`config.mk`:
```
export PLATFORM = sky130hd
export DESIGN_NAME = preadd_issue_ctrl_flat
export DESIGN_NICKNAME = d
export VERILOG_FILES = /design/src/rtl/preadd_issue_ctrl_if.sv /design/src/rtl/preadd_issue_ctrl.sv /design/src/flat_wrapper.sv
export SDC_FILE = /design/constraint.sdc
export NUM_CORES = 1
export LEC_CHECK = 0
export CAP_MARGIN = 20
export CELL_PAD_IN_SITES_DETAIL_PLACEMENT = 1
export CELL_PAD_IN_SITES_GLOBAL_PLACEMENT = 1
export CORE_AREA = 2 2 120 168
export DETAILED_ROUTE_END_ITERATION = 8
export DIE_AREA = 0 0 122 170
export PLACE_DENSITY = 0.72
export SLEW_MARGIN = 25
export SYNTH_ARGS = -nofsm -noshare
export SYNTH_HDL_FRONTEND = slang
export SYNTH_SLANG_ARGS = --single-unit
```
`constraint.sdc`:
```
create_clock -name CLK -period 3.67 [get_ports CLK]
set_clock_uncertainty 0.2 [all_clocks]
set_input_delay 0.734 -clock CLK [delete_from_list [all_inputs] [get_ports CLK]]
set_output_delay 0.734 -clock CLK [all_outputs]
set_load 0.05 [all_outputs]
```
`src/rtl/preadd_issue_ctrl_if.sv`:
```
// Request, pre-adder and result bus of preadd_issue_ctrl.
// master is the controller's view; slave is the surrounding logic's view.
interface preadd_issue_ctrl_if;
   logic        S_VALID;
   logic        S_READY;
   logic [29:0] S_A;
   logic [24:0] S_D;
   logic [3:0]  S_MODE;
   logic [29:0] A_OUT;
   logic [24:0] D_OUT;
   logic [3:0]  INMODE_0TO3;
   logic        CEA1;
   logic        CEA2;
   logic        CED;
   logic        CEAD;
   logic [24:0] A_MULT_IN;
   logic        M_VALID;
   logic        M_READY;
   logic [24:0] M_DATA;

   modport master (
      input  S_VALID, S_A, S_D, S_MODE, A_MULT_IN, M_READY,
      output S_READY, A_OUT, D_OUT, INMODE_0TO3, CEA1, CEA2, CED, CEAD,
             M_VALID, M_DATA
   );

   modport slave (
      output S_VALID, S_A, S_D, S_MODE, A_MULT_IN, M_READY,
      input  S_READY, A_OUT, D_OUT, INMODE_0TO3, CEA1, CEA2, CED, CEAD,
             M_VALID, M_DATA
   );
endinterface

```
`src/rtl/preadd_issue_ctrl.sv`:
```
// Issue controller for the DSP48E1 A/D pre-adder: latency tracking, capture and result FIFO.
// Optional PREADD_ISSUE_STATS_EN adds ISSUE_CNT/STALL_CNT handshake and stall counters.
module preadd_issue_ctrl #(
   parameter int    AREG       = 2,
   parameter int    ADREG      = 1,
   parameter int    DREG       = 1,
   parameter string USE_DPORT  = "FALSE",
   parameter int    FIFO_DEPTH = 4
) (
   input  logic CLK,
   input  logic RSTN,
   preadd_issue_ctrl_if.master bus
`ifdef PREADD_ISSUE_STATS_EN
   ,
   output logic [31:0] ISSUE_CNT,
   output logic [31:0] STALL_CNT
`endif
);

   localparam int AW       = $clog2(FIFO_DEPTH);
   localparam int CW       = AW + 1;
   localparam int LAT_BASE = (AREG == 0 && ADREG == 0) ? DREG : AREG + ADREG;
   localparam int LAT_M0   = (USE_DPORT == "TRUE") ? LAT_BASE : AREG;
   localparam int LAT_M1   = (USE_DPORT == "TRUE") ? ((AREG == 2) ? AREG + ADREG - 1 : LAT_BASE)
                                                   : ((AREG == 2) ? AREG - 1 : AREG);

   typedef enum logic [1:0] {IDLE, RUN, DRAIN} state_t;

   state_t          r_state;
   logic [3:0]      r_curMode;
   logic            r_ce;
   logic [3:0]      r_track;
   logic [CW-1:0]   r_inflight;
   logic [CW-1:0]   r_count;
   logic [AW-1:0]   r_wrPtr;
   logic [AW-1:0]   r_rdPtr;
   logic [24:0]     r_mem [FIFO_DEPTH];
   logic [29:0]     r_aHold;
   logic [24:0]     r_dHold;

   logic [1:0]      w_lat;
   logic            w_modeMatch;
   logic            w_notEmpty;
   logic            w_pop;
   logic [CW-1:0]   w_used;
   logic            w_ready;
   logic            w_issue;
   logic [3:0]      w_trackNow;
   logic            w_capture;

   assign w_lat       = r_curMode[0] ? 2'(LAT_M1) : 2'(LAT_M0);
   assign w_modeMatch = (bus.S_MODE == r_curMode);
   assign w_notEmpty  = (r_count != '0);
   assign w_pop       = w_notEmpty && bus.M_READY;
   // A slot popped this cycle is already free, so streaming at L=3 needs no extra entry.
   assign w_used      = r_inflight + r_count - CW'(w_pop);
   assign w_ready     = (r_state == RUN) && (w_used < CW'(FIFO_DEPTH)) && w_modeMatch;
   assign w_issue     = bus.S_VALID && w_ready;
   assign w_trackNow  = r_track | (w_issue ? (4'b0001 << w_lat) : 4'b0000);
   assign w_capture   = w_trackNow[0];

   assign bus.S_READY     = w_ready;
   assign bus.A_OUT       = w_issue ? bus.S_A : r_aHold;
   assign bus.D_OUT       = w_issue ? bus.S_D : r_dHold;
   assign bus.INMODE_0TO3 = r_curMode;
   assign bus.CEA1        = r_ce;
   assign bus.CEA2        = r_ce;
   assign bus.CED         = r_ce;
   assign bus.CEAD        = r_ce;
   assign bus.M_VALID     = w_notEmpty;
   assign bus.M_DATA      = w_notEmpty ? r_mem[r_rdPtr] : '0;

   // Mode only reloads with an empty tracker, so in-flight ops never see a latency change.
   always_ff @(posedge CLK or negedge RSTN) begin
      if (!RSTN) begin
         r_state   <= IDLE;
         r_curMode <= '0;
         r_ce      <= 1'b0;
      end else begin
         case (r_state)
            IDLE: begin
               if (bus.S_VALID) begin
                  r_curMode <= bus.S_MODE;
                  r_state   <= RUN;
                  r_ce      <= 1'b1;
               end
            end
            RUN: begin
               if (bus.S_VALID && !w_modeMatch) begin
                  r_state <= DRAIN;
               end else if (!bus.S_VALID && r_track == '0) begin
                  r_state <= IDLE;
                  r_ce    <= 1'b0;
               end
            end
            DRAIN: begin
               if (r_track == '0) begin
                  r_state <= RUN;
                  if (bus.S_VALID) begin
                     r_curMode <= bus.S_MODE;
                  end
               end
            end
            default: begin
               r_state <= IDLE;
               r_ce    <= 1'b0;
            end
         endcase
      end
   end

   always_ff @(posedge CLK or negedge RSTN) begin
      if (!RSTN) begin
         r_track    <= '0;
         r_inflight <= '0;
         r_count    <= '0;
         r_wrPtr    <= '0;
         r_rdPtr    <= '0;
         r_aHold    <= '0;
         r_dHold    <= '0;
      end else begin
         r_track    <= w_trackNow >> 1;
         r_inflight <= r_inflight + CW'(w_issue) - CW'(w_capture);
         r_count    <= r_count + CW'(w_capture) - CW'(w_pop);
         if (w_capture) begin
            r_wrPtr <= r_wrPtr + AW'(1);
         end
         if (w_pop) begin
            r_rdPtr <= r_rdPtr + AW'(1);
         end
         if (w_issue) begin
            r_aHold <= bus.S_A;
            r_dHold <= bus.S_D;
         end
      end
   end

   always_ff @(posedge CLK) begin
      if (w_capture) begin
         r_mem[r_wrPtr] <= bus.A_MULT_IN;
      end
   end

`ifdef PREADD_ISSUE_STATS_EN
   always_ff @(posedge CLK or negedge RSTN) begin
      if (!RSTN) begin
         ISSUE_CNT <= '0;
         STALL_CNT <= '0;
      end else begin
         ISSUE_CNT <= ISSUE_CNT + 32'(w_issue);
         STALL_CNT <= STALL_CNT + 32'(bus.S_VALID && !w_ready);
      end
   end
`endif

endmodule

```
`src/flat_wrapper.sv`:
```
// flat-port wrapper written by rule: the top's interface ports become plain ports
module preadd_issue_ctrl_flat 
#(
   parameter int    AREG       = 2,
   parameter int    ADREG      = 1,
   parameter int    DREG       = 1,
   parameter string USE_DPORT  = "     ",
   parameter int    FIFO_DEPTH = 4
)
  (CLK, RSTN, bus_S_VALID, bus_S_A, bus_S_D, bus_S_MODE, bus_A_MULT_IN, bus_M_READY, bus_S_READY, bus_A_OUT, bus_D_OUT, bus_INMODE_0TO3, bus_CEA1, bus_CEA2, bus_CED, bus_CEAD, bus_M_VALID, bus_M_DATA);
  preadd_issue_ctrl_if bus_i ();
  input  logic CLK;
  input  logic RSTN;
  input wire logic [$bits(bus_i.S_VALID)-1:0] bus_S_VALID;
  input wire logic [$bits(bus_i.S_A)-1:0] bus_S_A;
  input wire logic [$bits(bus_i.S_D)-1:0] bus_S_D;
  input wire logic [$bits(bus_i.S_MODE)-1:0] bus_S_MODE;
  input wire logic [$bits(bus_i.A_MULT_IN)-1:0] bus_A_MULT_IN;
  input wire logic [$bits(bus_i.M_READY)-1:0] bus_M_READY;
  output wire logic [$bits(bus_i.S_READY)-1:0] bus_S_READY;
  output wire logic [$bits(bus_i.A_OUT)-1:0] bus_A_OUT;
  output wire logic [$bits(bus_i.D_OUT)-1:0] bus_D_OUT;
  output wire logic [$bits(bus_i.INMODE_0TO3)-1:0] bus_INMODE_0TO3;
  output wire logic [$bits(bus_i.CEA1)-1:0] bus_CEA1;
  output wire logic [$bits(bus_i.CEA2)-1:0] bus_CEA2;
  output wire logic [$bits(bus_i.CED)-1:0] bus_CED;
  output wire logic [$bits(bus_i.CEAD)-1:0] bus_CEAD;
  output wire logic [$bits(bus_i.M_VALID)-1:0] bus_M_VALID;
  output wire logic [$bits(bus_i.M_DATA)-1:0] bus_M_DATA;
  assign bus_i.S_VALID = bus_S_VALID;
  assign bus_i.S_A = bus_S_A;
  assign bus_i.S_D = bus_S_D;
  assign bus_i.S_MODE = bus_S_MODE;
  assign bus_i.A_MULT_IN = bus_A_MULT_IN;
  assign bus_i.M_READY = bus_M_READY;
  assign bus_S_READY = bus_i.S_READY;
  assign bus_A_OUT = bus_i.A_OUT;
  assign bus_D_OUT = bus_i.D_OUT;
  assign bus_INMODE_0TO3 = bus_i.INMODE_0TO3;
  assign bus_CEA1 = bus_i.CEA1;
  assign bus_CEA2 = bus_i.CEA2;
  assign bus_CED = bus_i.CED;
  assign bus_CEAD = bus_i.CEAD;
  assign bus_M_VALID = bus_i.M_VALID;
  assign bus_M_DATA = bus_i.M_DATA;
  preadd_issue_ctrl #(.AREG(AREG), .ADREG(ADREG), .DREG(DREG), .USE_DPORT(USE_DPORT), .FIFO_DEPTH(FIFO_DEPTH)) u_core (.CLK(CLK), .RSTN(RSTN), .bus(bus_i));
endmodule
```
==> impl_metrics.ini <==
[global_routing]
track_usage_pct = 16.55
grt_start_max_net_pins = 75
grt_pass1_wl_um = 25860
antenna_found_initial = 0
grt_pass1_vias = 4629
grt-ovfl-total = 0

[sta]
finalMaxSlewViolations = 0
max_freq_mhz = 250.5
grt_setup_unrepaired = yes
worst_slew_pin_slew_ns = 0.6755
whs_ns = 0.1208
finalCriticalPeriod_ns = 3.991
tns_ns = -15.19
maxSlewHeadroom_pct = 54.97
hold_viol = 0
final.period_utilization_pct = 108.8
setup_viol = 55
fin_ws_ns = -0.3215

[power]
power_density_mw_per_mm2 = 418.0
leakage_nw = 4.469
fin_total_pwr_w = 0.004291
clkPwrFrac_pct = 42.0
switching_share_pct = 24.61
peakVddDrop_mv = 0.2637
power_frac_comb_pct = 8.5
p_int_w = 0.003235
net-switching-power_w = 0.001056
power_frac_seq_pct = 49.5

[yosys]
synth_area_leaders = edfxtp_1 43%, dfrtp_1 27%, mux4_2 8.1%
synth_common_cells = 100 x edfxtp_1, 74 x dfrtp_1, 31 x mux2_2, 29 x and2_1, 28 x mux2_4
yosys_warnings = 0
yosysMostFrequentCell = edfxtp_1
syn_avg_cell_area_um2 = 18.76
synth.distinct_cells = 33
netlist_instances = 372
yosysSeqAreaShare_pct = 69.55
yosysTopAreaCell = edfxtp_1
synthArstFlopShare_pct = 42.53
synth_area_mm2 = 0.006980
synth_top_area_share_pct = 43.02
syn_nets = 471
synth_edf_count = 100
synth_ff_type = edfxtp_1
synth-seq-cells = 174

[cts]
clkLatencyLatePin_ns = 0.42
clk_path_buf_depth = 2
numCtsBuffers = 17
clock-sinks = 174
clk_pin_slew_worst_paths_ns = 0.08
ctsHtreeMaxLevel = 4
cts_tree = yes
clockRootBuffer = clkbuf_16

[die]
die_h_um = 170
rows = 60
die_area_mm2 = 0.02074
num_io_pins = 178
core_mm2 = 0.01914
start_util_pct = 36.46
die_w_um = 122

[critical_path]
arrival_ns = 3.06
r2r_end = u_core.r_inflight[2]
path_class = register to primary output
cp-end-kind = primary output
r2r_setup_slack_ns = 0.55
crit_required_ns = 2.74
r2r_cells = 13
rr_startpoint = u_core.r_count[0]
crit_path_start_kind = register
cp_max_fo = 10

[cells_and_area]
stdcell_count = 840
fin_nets = 678
area_growth_pct = 47.07
n_antenna_cell = 0
nFillCells = 1787
drive_gt1_share_pct = 35.81

[route]
wirelength_um = 16660
antenna_left = 0
dr.pass1.iters = 4
wl_per_cell_um = 19.83
vias_per_cell = 4.754
drc_errors = 0
vias = 3993
drt_iter0_drc = 160

[status]
violations = setup timing
status = complete, but fails checks

[hold_path]
hp-class = input pin to asynchronous set/reset pin

[placement]
numPlacedInstances = 793
hpwl_um = 11050
portBuffers = 177
gp_congestion = 0.7216

[job]
max_cap_violations = 0
layer usage:
metal  track usage, %  up-vias  part of all wire [%]
met1            17.93     2036                    36
met4            4.348        0                   1.2
met2            29.75      157                    54
met3            6.669       12                   8.8
li1                 -     1788                     -
met5                0        -                     0
sequential cells by signal (all words and copies together), names as in the netlist:
register,flops
u_core.bus.CEA1,1
u_core.r_state,2
u_core.r_aHold,30
u_core.r_track,2
u_core.bus.INMODE_0TO3,4
u_core.r_mem,100
u_core.r_dHold,25
u_core.r_rdPtr,2
u_core.r_inflight,3
u_core.r_wrPtr,2
u_core.r_count,3
how the worst max path moves through the flow:
stage / from / end / slack, ns / depth (start not counted)
floorplan: u_core.r_count[0] / bus_A_OUT[25] / 0.06 / 10
global placement: bus_M_READY / bus_A_OUT[27] / -0.35 / 9
detailed placement: bus_M_READY / bus_D_OUT[5] / -0.38 / 9
CTS: u_core.r_count[0] / bus_D_OUT[2] / -0.34 / 9
global route: u_core.r_count[1] / bus_D_OUT[0] / -0.41 / 10
finish: u_core.r_count[0] / bus_D_OUT[11] / -0.32 / 9
through the flow:
step | setup WS (ns) | utilization [%] | area [µm²]
floorplan | 0.06271 | - | 7008
global placement | -0.3510 | 48.57 | 9298
detailed placement | -0.3808 | 48.57 | 9298
CTS | -0.3406 | 53.04 | 10150
global route | -0.4084 | 53.63 | 10270
finish | -0.3215 | 53.63 | 10270
worst max-delay path, stage by stage, from the launching register on:
cell	delay [ns]
dfrtp_1	0.38
or3_4	0.41
nand3_4	0.07
ha_4	0.20
a31oi_4	0.15
xnor2_2	0.09
or4_4	0.51
bufbuf_16	0.32
mux2_4	0.31
buf_4	0.19
power groups by stage:
| stage | Combinational, W | Sequential (W) | Clock [W] |
|---|---|---|---|
| 5_1_grt | 0.000387 | 0.00213 | 0.00192 |
| 3_3_place_gp | 0.000359 | 0.00216 | 0 |
| 4_1_cts | 0.000369 | 0.00212 | 0.00184 |
| 2_1_floorplan | 0.000118 | 0.00222 | 0 |
| 6_report | 0.000365 | 0.00212 | 0.00180 |
| 3_5_place_dp | 0.000368 | 0.00217 | 0 |
final cells by class:
| cell class | count | area [µm²] | area share [%] |
|---|---|---|---|
| sequential | 174 | 4856 | 47.30 |
| timing repair buffer | 207 | 2429 | 23.66 |
| multi-input combinational | 167 | 2029 | 19.77 |
| clock buffer | 17 | 425.4 | 4.144 |
| tap | 248 | 310.3 | 3.023 |
| clock inverter | 15 | 171.4 | 1.670 |
| inverter | 12 | 45.04 | 0.4388 |
placed cells by master (no fill, tap or decap), types with 2 or more instances in the layout:
master,n
o22ai_1,2
fa_1,2
and2_1,29
xnor2_1,11
buf_6,12
ha_1,8
buf_16,3
mux4_2,25
inv_1,11
clkinv_4,3
nand2_1,4
nand3_1,2
buf_12,30
clkdlybuf4s50_1,103
buf_8,4
a21oi_1,2
edfxtp_1,100
clkbuf_16,17
clkinv_8,2
dlymetal6s2s_1,16
xor2_1,3
buf_4,37
inv_6,3
mux2_4,30
nor2_1,4
mux2_2,29
dfrtp_1,73
inv_8,4
cell families (layout without fill, tap and decap cells):
logic type	after synthesis	in the layout	synth area share, %
AOI/OAI and AO/OA	9	9	0.8246
adders and majority gates	11	11	2.187
muxes	85	85	19.23
buffers and inverters	31	251	2.330
xor gates and xnor gates	15	15	1.882
DFF	174	174	69.55
and+or+nand+nor	47	47	3.997
repair_timing:
item	4_1_cts	5_1_grt
buffers inserted	5	7
pin swaps	1	0
gates cloned	4	0
hold buffers	0	0
gates resized for setup	22	28
endpoints found under the hold margin	0	0
endpoints found under the setup margin	55	71
Note: power is estimated with default switching activity, not from simulation.
